### src/rtl/regf_pkg.sv
// Shared state type and sizing/slicing helpers for the sweep-cleared register file.
package regf_pkg;

  typedef enum logic [0:0] {
    IDLE  = 1'b0,
    SWEEP = 1'b1
  } regf_state_e;

  function automatic int unsigned addr_width(input int unsigned nreg);
    return (nreg > 1) ? $clog2(nreg) : 1;
  endfunction

  // LSB position of port `port` inside a packed multi-port bus of `width`-bit lanes.
  function automatic int unsigned slice_lo(input int unsigned width, input int unsigned port);
    return width * port;
  endfunction

endpackage

### src/rtl/regf_sweep_sb_if.sv
// Decode/writeback-facing bus of the register file: reads, writeback, issue marking, clear.
interface regf_sweep_sb_if #(
  parameter int unsigned XLEN = 32,
  parameter int unsigned NREG = 32,
  parameter int unsigned NRD  = 2
);
  import regf_pkg::*;

  localparam int unsigned AW = addr_width(NREG);

  logic                 rd_en;
  logic [NRD*AW-1:0]    rd_addr;
  logic [NRD*XLEN-1:0]  rd_data;
  logic [NRD-1:0]       rd_pend;
  logic                 wr_en;
  logic [AW-1:0]        wr_addr;
  logic [XLEN-1:0]      wr_data;
  logic                 iss_en;
  logic [AW-1:0]        iss_addr;
  logic                 clr_req;
  logic                 busy;

  modport master (
    output rd_en, rd_addr, wr_en, wr_addr, wr_data, iss_en, iss_addr, clr_req,
    input  rd_data, rd_pend, busy
  );

  modport slave (
    input  rd_en, rd_addr, wr_en, wr_addr, wr_data, iss_en, iss_addr, clr_req,
    output rd_data, rd_pend, busy
  );

endinterface

### src/rtl/regf_scoreboard.sv
// Per-register pending bits: set on issue, cleared on writeback, flushed on reset/clear.
module regf_scoreboard
  import regf_pkg::*;
#(
  parameter int unsigned NREG = 32,
  parameter int unsigned NRD  = 2,
  parameter int unsigned AW   = 5
) (
  input  logic              clk,
  input  logic              rst,
  input  logic              flush,
  input  logic              set_en,
  input  logic [AW-1:0]     set_addr,
  input  logic              clr_en,
  input  logic [AW-1:0]     clr_addr,
  input  logic [NRD*AW-1:0] lk_addr,
  output logic [NRD-1:0]    lk_pend
);

  logic [NREG-1:0] pend_q, pend_d;

  // Set is applied after clear so a same-cycle issue supersedes the retiring write.
  always_comb begin
    pend_d = pend_q;
    if (clr_en) pend_d[clr_addr] = 1'b0;
    if (set_en) pend_d[set_addr] = 1'b1;
    if (flush)  pend_d = '0;
  end

  always_ff @(posedge clk) begin
    if (!rst) pend_q <= '0;
    else      pend_q <= pend_d;
  end

  for (genvar p = 0; p < NRD; p++) begin : g_lk
    assign lk_pend[p] = pend_q[lk_addr[slice_lo(AW, p) +: AW]];
  end

endmodule

### src/rtl/regf_sweep_sb.sv
// Multi-port integer register file with write bypass, pending scoreboard and a
// one-entry-per-cycle clear sweep so the data array needs no wide reset.
module regf_sweep_sb
  import regf_pkg::*;
#(
  parameter int unsigned XLEN   = 32,
  parameter int unsigned NREG   = 32,
  parameter int unsigned NRD    = 2,
  parameter int unsigned BYPASS = 1
) (
  input logic           clk,
  input logic           rst,
  regf_sweep_sb_if.slave bus
);

  localparam int unsigned   AW      = addr_width(NREG);
  localparam logic [AW-1:0] LastIdx = AW'(NREG - 1);

  regf_state_e     state_q, state_d;
  logic [AW-1:0]   idx_q, idx_d;
  logic            flush;
  logic            sweeping;
  logic            busy;
  logic            wr_ok;
  logic            iss_ok;
  logic [NRD-1:0]  sb_pend;

  logic [XLEN-1:0] mem [NREG];
  logic            mem_we;
  logic [AW-1:0]   mem_waddr;
  logic [XLEN-1:0] mem_wdata;

  always_comb begin
    state_d = state_q;
    idx_d   = idx_q;
    flush   = 1'b0;
    unique case (state_q)
      IDLE: begin
        if (bus.clr_req) begin
          state_d = SWEEP;
          idx_d   = AW'(1);
          flush   = 1'b1;
        end
      end
      SWEEP: begin
        if (idx_q == LastIdx) state_d = IDLE;
        else                  idx_d   = idx_q + AW'(1);
      end
    endcase
  end

  always_ff @(posedge clk) begin
    if (!rst) begin
      state_q <= SWEEP;
      idx_q   <= AW'(1);
    end else begin
      state_q <= state_d;
      idx_q   <= idx_d;
    end
  end

  assign sweeping = (state_q == SWEEP);
  // Reset cycle reports busy as well, so decode never sees stale array data.
  assign busy     = !rst || sweeping;
  assign bus.busy = busy;
  assign wr_ok    = !busy && bus.wr_en  && (bus.wr_addr  != '0);
  assign iss_ok   = !busy && bus.iss_en && (bus.iss_addr != '0);

  // Single array write port shared between the sweep and writeback.
  assign mem_we    = sweeping || wr_ok;
  assign mem_waddr = sweeping ? idx_q : bus.wr_addr;
  assign mem_wdata = sweeping ? '0    : bus.wr_data;

  always_ff @(posedge clk) begin
    if (mem_we) mem[mem_waddr] <= mem_wdata;
  end

  regf_scoreboard #(
    .NREG (NREG),
    .NRD  (NRD),
    .AW   (AW)
  ) u_sb (
    .clk      (clk),
    .rst      (rst),
    .flush    (flush),
    .set_en   (iss_ok),
    .set_addr (bus.iss_addr),
    .clr_en   (wr_ok),
    .clr_addr (bus.wr_addr),
    .lk_addr  (bus.rd_addr),
    .lk_pend  (sb_pend)
  );

  for (genvar p = 0; p < NRD; p++) begin : g_rd
    logic [AW-1:0]   addr;
    logic            hit;
    logic [XLEN-1:0] data;
    logic            pend;

    assign addr = bus.rd_addr[slice_lo(AW, p) +: AW];
    assign hit  = (BYPASS != 0) && wr_ok && (bus.wr_addr == addr);

    always_comb begin
      data = '0;
      pend = 1'b0;
      if (bus.rd_en && !busy && (addr != '0)) begin
        if (hit) begin
          data = bus.wr_data;
        end else begin
          data = mem[addr];
          pend = sb_pend[p];
        end
      end
    end

    assign bus.rd_data[slice_lo(XLEN, p) +: XLEN] = data;
    assign bus.rd_pend[p]                         = pend;
  end

endmodule

### src/flat_wrapper.sv
// flat-port wrapper written by rule: the top's interface ports become plain ports
module regf_sweep_sb_flat import regf_pkg::*;
#(
  parameter int unsigned XLEN   = 32,
  parameter int unsigned NREG   = 32,
  parameter int unsigned NRD    = 2,
  parameter int unsigned BYPASS = 1
)
  (clk, rst, bus_rd_en, bus_rd_addr, bus_wr_en, bus_wr_addr, bus_wr_data, bus_iss_en, bus_iss_addr, bus_clr_req, bus_rd_data, bus_rd_pend, bus_busy);
  regf_sweep_sb_if #(.XLEN(XLEN), .NREG(NREG), .NRD(NRD)) bus_i ();
  input logic clk;
  input logic rst;
  input wire logic [$bits(bus_i.rd_en)-1:0] bus_rd_en;
  input wire logic [$bits(bus_i.rd_addr)-1:0] bus_rd_addr;
  input wire logic [$bits(bus_i.wr_en)-1:0] bus_wr_en;
  input wire logic [$bits(bus_i.wr_addr)-1:0] bus_wr_addr;
  input wire logic [$bits(bus_i.wr_data)-1:0] bus_wr_data;
  input wire logic [$bits(bus_i.iss_en)-1:0] bus_iss_en;
  input wire logic [$bits(bus_i.iss_addr)-1:0] bus_iss_addr;
  input wire logic [$bits(bus_i.clr_req)-1:0] bus_clr_req;
  output wire logic [$bits(bus_i.rd_data)-1:0] bus_rd_data;
  output wire logic [$bits(bus_i.rd_pend)-1:0] bus_rd_pend;
  output wire logic [$bits(bus_i.busy)-1:0] bus_busy;
  assign bus_i.rd_en = bus_rd_en;
  assign bus_i.rd_addr = bus_rd_addr;
  assign bus_i.wr_en = bus_wr_en;
  assign bus_i.wr_addr = bus_wr_addr;
  assign bus_i.wr_data = bus_wr_data;
  assign bus_i.iss_en = bus_iss_en;
  assign bus_i.iss_addr = bus_iss_addr;
  assign bus_i.clr_req = bus_clr_req;
  assign bus_rd_data = bus_i.rd_data;
  assign bus_rd_pend = bus_i.rd_pend;
  assign bus_busy = bus_i.busy;
  regf_sweep_sb #(.XLEN(XLEN), .NREG(NREG), .NRD(NRD), .BYPASS(BYPASS)) u_core (.clk(clk), .rst(rst), .bus(bus_i));
endmodule
### config.mk
export PLATFORM = sky130hd
export DESIGN_NAME = regf_sweep_sb_flat
export DESIGN_NICKNAME = d
export VERILOG_FILES = /design/src/rtl/regf_pkg.sv /design/src/rtl/regf_sweep_sb_if.sv /design/src/rtl/regf_scoreboard.sv /design/src/rtl/regf_sweep_sb.sv /design/src/flat_wrapper.sv
export SDC_FILE = /design/constraint.sdc
export NUM_CORES = 1
export LEC_CHECK = 0
export CAP_MARGIN = 20
export CORE_ASPECT_RATIO = 1.25
export CORE_MARGIN = 4
export CORE_UTILIZATION = 40
export CTS_CLUSTER_DIAMETER = 50
export DETAILED_ROUTE_END_ITERATION = 8
export SLEW_MARGIN = 20
export SYNTH_ARGS = -nofsm -noshare
export SYNTH_HDL_FRONTEND = slang
export SYNTH_SLANG_ARGS = --single-unit
### constraint.sdc
create_clock -name clk -period 2.85 [get_ports clk]
set_input_delay 0.57 -clock clk [delete_from_list [all_inputs] [get_ports clk]]
set_output_delay 0.57 -clock clk [all_outputs]
set_load 0.005 [all_outputs]
==> qor.yml <==
violations: "negative setup slack"
core_um2: 127000
yosys_warnings: 0
setup_viol: 66
clkLatencyLatePin_ps: 750
timing_hold_violations_final: 0
grt_max_degree: 45
ys.flop_type: "edfxtp_1"
gp_congestion: 0.8578
slew_viol_final: 0
layout-drive-gt1-share_pct: 40.67
wl_per_cell_um: 32.77
postCtsHoldBufs: 0
die_h_um: 408.1
first_iter_violations: 4339
clkSinkCount: 1062
cp.required_ps: 2280
tns_ps: -19250
syn_inst: 3064
synth-seq-cells: 1062
ios: 125
crit_path_end_kind: "primary output"
rsz0062_at_grt: "true"
design_area_um2: 67030
dr.pass1.iters: 5
cts_inserted_buffers: 112
globalRouteTotalUtil_pct: 26.63
fmax_mhz: 301.8
tightest_slew_ps: 668.0
cp.arrival_ps: 2740
slew_headroom_pct: 55.47
critPathKind: "flip-flop to primary output"
start_kind: "flip-flop"
synthesis.area_um2: 51220
drc: 0
placement_rows: 146
synth-async-reset-ratio_pct: 0
crit_fanout: 2
period_needed_ps: 3313
p_total_uw: 36500
cts_tree: "yes"
synth.net_count: 3124
clockBufferDepth: 3
routed_wirelength_um: 183300
outcome: "complete, but fails checks"
vias_per_cell: 6.341
port_buffers: 124
htree_levels: 3
power.leakage_uw: 0.02385
fp.dieW_um: 328.1
worst_slack_ps: -463.3
yosysTopAreaCellShare_pct: 60.04
area_growth_pct: 30.88
die_area_um2: 133900
ys_top_cells_by_area: "edfxtp_1 60%, mux4_2 14%, mux2i_1 8.2%, a221oi_1 3.5%, dfxtp_1 1.5%"
synth_top_area_cell: "edfxtp_1"
synth_edf_count: 1024
antenna_cells: 0
path_clk_slew_ps: 60
grt_pass1_vias: 35230
fin_crit_sh_pct: 116.3
drtAntennaViolNets: 0
antenna_found_initial: 3
yosysSeqAreaShare_pct: 61.52
post_synth_num_cell_types: 63
p_per_area_nw_per_um2: 544.5
utilization_pct: 52.80
timing.hold.ws_ps: 439.0
overflow: 0
vias: 35470
hold_path_class: "flip-flop to flip-flop"
fin_skew_ps: 35.26
final_nets: 3854
avgSynthCellArea_um2: 16.72
root_buffer: "clkbuf_16"
ir_drop_v: 0.0004594
grt_first_pass_wirelength_um: 254600
drv_cap: 0
start_util_pct: 40.34
hpwl_um: 116900
placedInstanceArea_um2: 60410
[critical path, cell delays in order (launching register included)]
cell	delay [ps]
edfxtp_1	410
mux4_2	480
mux4_2	540
nand2_2	110
o31ai_4	110
a22o_1	230
buf_2	130
[what timing repair did]
| item | 4_1_cts | 5_1_grt |
|---|---|---|
| endpoints found under the setup margin | 67 | 67 |
| pin swaps | 112 | 78 |
| gates resized for setup | 500 | 139 |
| hold endpoints to repair | 0 | 0 |
| gates cloned | 9 | 5 |
| buffers inserted | 100 | 67 |
[power breakdown]
group          switching [µW]  internal [µW]
combinational            2230           1950
clock                    6380           8740
sequential               99.2          17100
[placed cells by master (no fill, tap or decap), types with 19 or more instances in the layout]
cell,synthesis,routed
nor2b_1,43,36
nor2_4,0,37
a32o_1,30,24
a221oi_1,206,159
buf_4,42,476
nand2_1,72,62
mux2_2,23,22
clkinv_2,0,22
a22oi_1,68,62
mux4_2,329,329
clkdlybuf4s50_1,0,43
a21oi_1,51,39
edfxtp_1,1024,1024
nand3_1,73,58
buf_12,0,199
dfxtp_1,38,37
a221oi_2,0,46
buf_6,24,46
nor2_1,76,39
clkbuf_1,119,19
o211ai_1,32,32
clkbuf_16,0,118
buf_2,55,63
mux2i_1,422,415
o21ai_0,108,87
[per-stage QoR]
stage / std cells / setup WS (ps)
floorplan: 3064 / -189.3
global placement: 5232 / -968.1
detailed placement: 5232 / -950.8
CTS: 5537 / -499.9
global route: 5594 / -507.5
finish: 5594 / -463.3
[synthesized netlist by cell type, drive strengths merged (3+ instances only)]
master	instances
dfxtp	38
edfxtp	1024
nor3b	3
o22ai	15
mux2	23
or3	10
buf	136
a221o	4
nand2b	21
inv	9
and3	4
o211a	4
o21ai	110
mux4	329
clkbuf	120
xor2	10
nand2	72
mux2i	422
nand3	73
o221ai	10
a21oi	51
and2	4
a2111o	8
o31ai	15
a221oi	206
a22oi	68
a22o	17
and3b	3
nand3b	5
or2	4
o2111ai	5
a31oi	12
o211ai	32
nor2	76
nor2b	43
nor3	17
o21a	6
o41ai	3
a32o	30
[kinds of logic (layout without fill, tap and decap cells)]
kind of cell | Yosys count | count (layout) | synth area share [%]
AO/OA/AOI/OAI | 609 | 610 | 9.010
XOR/XNOR | 10 | 10 | 0.1710
adder cells (fa/ha/maj) | 2 | 2 | 0.04885
buffers and inverters | 267 | 1094 | 2.758
flip-flops | 1062 | 1062 | 61.52
multiplexers | 774 | 774 | 23.22
AND/OR/NAND/NOR | 340 | 340 | 3.269
[per-layer routing]
metal / part of all wire (%) / vias up / track usage [%]
li1: - / 14550 / -
met1: 38 / 18530 / 34.95
met2: 48 / 2032 / 43.04
met3: 10 / 351 / 6.210
met4: 4.1 / 2 / 10.39
met5: 0.0071 / - / 0
[worst paths after layout]
path / from / end / slack [ps] / cells after the start
max: u_core.mem[18][6] / bus_rd_data[6] / -460 / 6
min: u_core.u_sb.pend_q[0] / u_core.u_sb.pend_q[0] / 440 / 2
max reg2reg: u_core.state_q / u_core.mem[12][7] / 400 / 9
min reg2reg: u_core.u_sb.pend_q[0] / u_core.u_sb.pend_q[0] / 440 / 2
[layout make-up]
cell class	count	area, µm²
timing repair buffer	871	9738
multi-input combinational	1736	19820
clock inverter	74	844.6
sequential	1062	31510
tap	1702	2130
clock buffer	138	2938
fill	10180	59930
inverter	11	47.55
[flip-flops by register name, summed over array words and instances (netlist names)]
register / cells
u_core.idx_q: 5
u_core.mem: 1024
u_core.state_q: 1
u_core.u_sb.pend_q: 32
Note: power is estimated with default switching activity, not from simulation.
